===== src/rtl/cpu_bus_rd_responder.sv =====
// cpu_bus_rd_responder: turns CPU read strobes into one-shot bank read requests
// and presents the returned word on CPU_DATA through an output enable.
module cpu_bus_rd_responder #(
   parameter int unsigned READ_LATENCY  = 2,
   parameter int unsigned TURN_CYCLES   = 1,
   parameter logic [3:0]  READABLE_MASK = 4'b0001
) (
   input  logic        CLK,
   input  logic        RESET_N,
   input  logic        EN,
   input  logic        RD,
   input  logic        RDWR,
   input  logic [1:0]  BRAM_SELECT,
   input  logic [13:0] BRAM_ADDR,
   output logic        RD_REQ,
   output logic [1:0]  RD_SEL,
   output logic [13:0] RD_ADDR,
   input  logic [15:0] RD_DATA,
   output logic [15:0] DATA_OUT,
   output logic        DATA_OE,
   output logic [7:0]  ABORT_CNT
);
   typedef enum logic [2:0] {IDLE, ISSUE, WAIT, DRIVE, TURN} state_t;
   state_t      state;
   logic        s, s_q, armed, start;
   logic [2:0]  cnt;
   logic [1:0]  tcnt;
   assign s     = EN & RD & RDWR;
   // armed masks the first edge after reset so a level held through release is not a start
   assign start = s & ~s_q & armed;
   always_ff @(posedge CLK or negedge RESET_N) begin
      if (!RESET_N) begin
         state     <= IDLE;
         s_q       <= 1'b0;
         armed     <= 1'b0;
         cnt       <= 3'd0;
         tcnt      <= 2'd0;
         RD_REQ    <= 1'b0;
         RD_SEL    <= 2'd0;
         RD_ADDR   <= 14'd0;
         DATA_OUT  <= 16'h0000;
         DATA_OE   <= 1'b0;
         ABORT_CNT <= 8'd0;
      end else begin
         s_q    <= s;
         armed  <= 1'b1;
         RD_REQ <= 1'b0;
         case (state)
            IDLE: if (start) begin
               state   <= ISSUE;
               RD_SEL  <= BRAM_SELECT;
               RD_ADDR <= BRAM_ADDR;
               RD_REQ  <= READABLE_MASK[BRAM_SELECT];
            end
            ISSUE, WAIT: if (!s) begin
               state     <= TURN;
               tcnt      <= TURN_CYCLES[1:0];
               ABORT_CNT <= (ABORT_CNT == 8'hFF) ? ABORT_CNT : ABORT_CNT + 8'd1;
            end else if (state == ISSUE) begin
               state <= WAIT;
               cnt   <= READ_LATENCY[2:0];
            end else if (cnt == 3'd1) begin
               state    <= DRIVE;
               DATA_OUT <= READABLE_MASK[RD_SEL] ? RD_DATA : 16'h0000;
               DATA_OE  <= 1'b1;
            end else begin
               cnt <= cnt - 3'd1;
            end
            DRIVE: if (!s) begin
               state   <= TURN;
               tcnt    <= TURN_CYCLES[1:0];
               DATA_OE <= 1'b0;
            end
            TURN: if (tcnt <= 2'd1) state <= IDLE;
                  else tcnt <= tcnt - 2'd1;
            default: state <= IDLE;
         endcase
      end
   end
endmodule


===== config.mk =====
export PLATFORM = sky130hd
export DESIGN_NAME = cpu_bus_rd_responder
export DESIGN_NICKNAME = d
export VERILOG_FILES = /design/src/rtl/cpu_bus_rd_responder.sv
export SDC_FILE = /design/constraint.sdc
export NUM_CORES = 1
export LEC_CHECK = 0
export ABC_AREA = 0
export BUFFER_PORTS_ARGS = -buffer_cell sky130_fd_sc_hd__buf_2
export CORE_UTILIZATION = 54
export DETAILED_ROUTE_END_ITERATION = 12
export PLACE_DENSITY = 0.85
export SKIP_CTS_REPAIR_TIMING = 1
export SLEW_MARGIN = 0
export SYNTH_ARGS = -nofsm -noshare
export SYNTH_HDL_FRONTEND = slang
export SYNTH_SLANG_ARGS = --single-unit

===== constraint.sdc =====
create_clock -name CLK -period 3.4 [get_ports CLK]
set_clock_uncertainty 0.2 [all_clocks]
set_input_delay 0.17 -clock CLK [delete_from_list [all_inputs] [get_ports CLK]]
set_output_delay 0.17 -clock CLK [all_outputs]
set_load 0.05 [all_outputs]

==> out/results.txt <==
status -> finished clean
worst-skew pair later-pin latency -> 0.33 ns
Ports -> 79
Endpoint, Worst Hold -> state[1]
Syn Std Cell Area -> 2340 µm²
largest area contributor in the netlist -> dfrtp_1
CTS clk-pin slew, worst paths -> 0.09 ns
critical path type -> reg2reg
chip width -> 67.8 µm
Post-Syn Instances -> 201
placed inst area -> 2770 µm²
vias per inst -> 5.29
Initial Util -> 57.3%
largest net degree at the start of global routing -> 33
CTS Buf Count -> 5
Worst R2R Start -> state[0]
first-pass GRT wire length -> 6.82 mm
Hold WC Path Type -> in2reg
vias in the first global route -> 1540
fin. max-slew vios -> 0
CP required -> 3.45 ns
H-tree depth -> 2
Ys Warns -> 0
commonest non-fill, non-tap cells in the layout -> buf_2 (78), dfrtp_1 (52), dlygate4sd3_1 (34), inv_1 (22), o21ai_0 (19)
port bufs -> 78
peak supply drop -> 445 µV
area share of the largest cell type after synthesis -> 55.6%
FILL cells -> 252
P_leak -> 0.00158 µW
syn avg cell area -> 11.6 µm²
setup tns final -> 0 ns
number of flops mapped to enable cells by yosys -> 0
Chip Height -> 67.8 µm
maximum clock frequency -> 0.450 GHz
Setup Viol. Count Final -> 0
vias post-DR -> 1930
root buffer cell -> clkbuf_8
hold path cells -> 3
max cap viols -> 0
Mapped Nets -> 242
total congestion overflow -> 0
RSZ-0062 raised after global routing -> false
NumNets Final -> 355
routed wire length -> 5.52 mm
drt pass-1 iters -> 5
core area -> 4090 µm²
Reg2Reg Setup Slack -> 1.18 ns
DPL Wire Length -> 3.14 mm
Hold Crit Start -> RD
Worst Setup Start Kind -> flip-flop
Yosys cell types -> 43
synth top area cells -> dfrtp_1 (56%), mux2_4 (5.8%), mux2_2 (5.3%)
share of cells above drive strength 1 -> 36.2%
Cell Pwr Density -> 542 nW/µm²
P&R area growth vs syn -> 37.7%
Top FF cell, synth -> dfrtp_1
minimum clock period -> 2.22 ns
GPL Wtd Cong -> 0.793
diode count -> 0
final hold violations -> 0
Num Clock Sinks -> 52
Worst R2R Path Depth -> 4
Seq/Total Area, Yosys -> 55.6%
Iter 0 DRT Violations -> 122
slew margin rel. -> 33.4%
WP data arrival -> 2.27 ns
post-detailed-route count of antenna-violating nets -> 0
r2r endpoint -> RD_REQ
Worst-Margin Slew -> 0.995 ns
Post-synth ARST share -> 100%
most common cell after layout, fill and taps aside -> buf_2
initial antenna violation count -> 0
cell area after layout -> 3220 µm²
worst-case clock buffer depth -> 2
CTS tree -> done
GRT Total Usage -> 20.3%
Final Cycle Share -> 65.4%
die area -> 4600 µm²
CP Capture Type -> flip-flop
row cnt -> 23
Synth Register Bits -> 52
drt drc -> 0
crit path max fanout -> 17
detailed-route wire length per cell -> 15.1 µm
==> critical path, stage by stage, from the launching register on <==
cell and delay (ns):
dfrtp_1 0.53, nor4b_4 0.39, nand2_4 0.23, nor3_1 0.23
dlygate4sd3_1 0.59
==> logic make-up after synthesis <==
group,share of synthesized area [%]
other,0.160
adders and majority gates,2.14
muxes,11.5
DFF,55.6
xor gates and xnor gates,1.82
and+or+nand+nor,15.1
buffers and inverters,5.51
AOI/OAI and AO/OA,8.18
==> cell usage after synthesis, drive strengths merged, types with 2 or more instances <==
| cell | n |
|---|---|
| nand3 | 19 |
| o21ai | 20 |
| a21oi | 3 |
| inv | 22 |
| nor3 | 8 |
| ha | 4 |
| nand2b | 2 |
| nor2 | 7 |
| dfrtp | 52 |
| nor4 | 2 |
| clkbuf | 2 |
| xnor2 | 4 |
| mux2 | 20 |
| nand3b | 2 |
| buf | 6 |
| o211ai | 2 |
| and3 | 3 |
| nand2 | 7 |
==> where the power goes <==
group          total [µW]  internal [µW]  switching (µW)
clock network         439            223             216
logic                 552            174             377
registers             756            697            59.6
==> through the flow <==
stage                     instances  util [%]  hold slack [ns]  total power, µW  setup slack [ns]
final                           365      78.8          0.00570             1750              1.18
after global routing            365      78.8           0.0153             1820              1.08
after CTS                       331      70.5           -0.376             1710              1.56
after detailed placement        323      67.8          -0.0320             1280              1.56
after global placement          323      67.8          -0.0414             1270              1.60
after floorplan                 201         -           -0.326             1150              1.43
==> flip-flops by register name (all words and copies together) (netlist names) <==
register,cells
cnt,3
RD_REQ,1
tcnt,2
RD_SEL,2
RD_ADDR,14
DATA_OE,1
DATA_OUT,16
armed,1
state,3
s_q,1
ABORT_CNT,8
==> routing by layer <==
layer	vias up	track usage (%)	wire, µm
li1	912	-	-
met1	937	24.2	2140
met2	65	34.5	2970
met3	16	4.33	254
met4	0	9.90	152
met5	-	0	0
==> worst max path at each step <==
stage            startpoint      endpoint  slack, ns  depth (start not counted)
6_report           state[0]        RD_REQ       1.18                          4
5_1_grt            state[0]        RD_REQ       1.08                          4
4_1_cts            state[0]        cnt[2]       1.56                          4
3_5_place_dp       state[0]        cnt[2]       1.56                          4
3_3_place_gp       state[0]        cnt[2]       1.60                          4
2_1_floorplan  ABORT_CNT[3]  ABORT_CNT[1]       1.43                          4
==> cell type report <==
class	instances	area, µm²	area share, %
inverter	22	82.6	2.56
sequential	52	1300	40.4
tap	50	62.6	1.94
clock buffer	6	72.6	2.25
multi-input combinational	119	918	28.5
timing repair buffer	114	746	23.1
clock inverter	2	38.8	1.20
No activity file was read; power rests on OpenSTA's default activity.
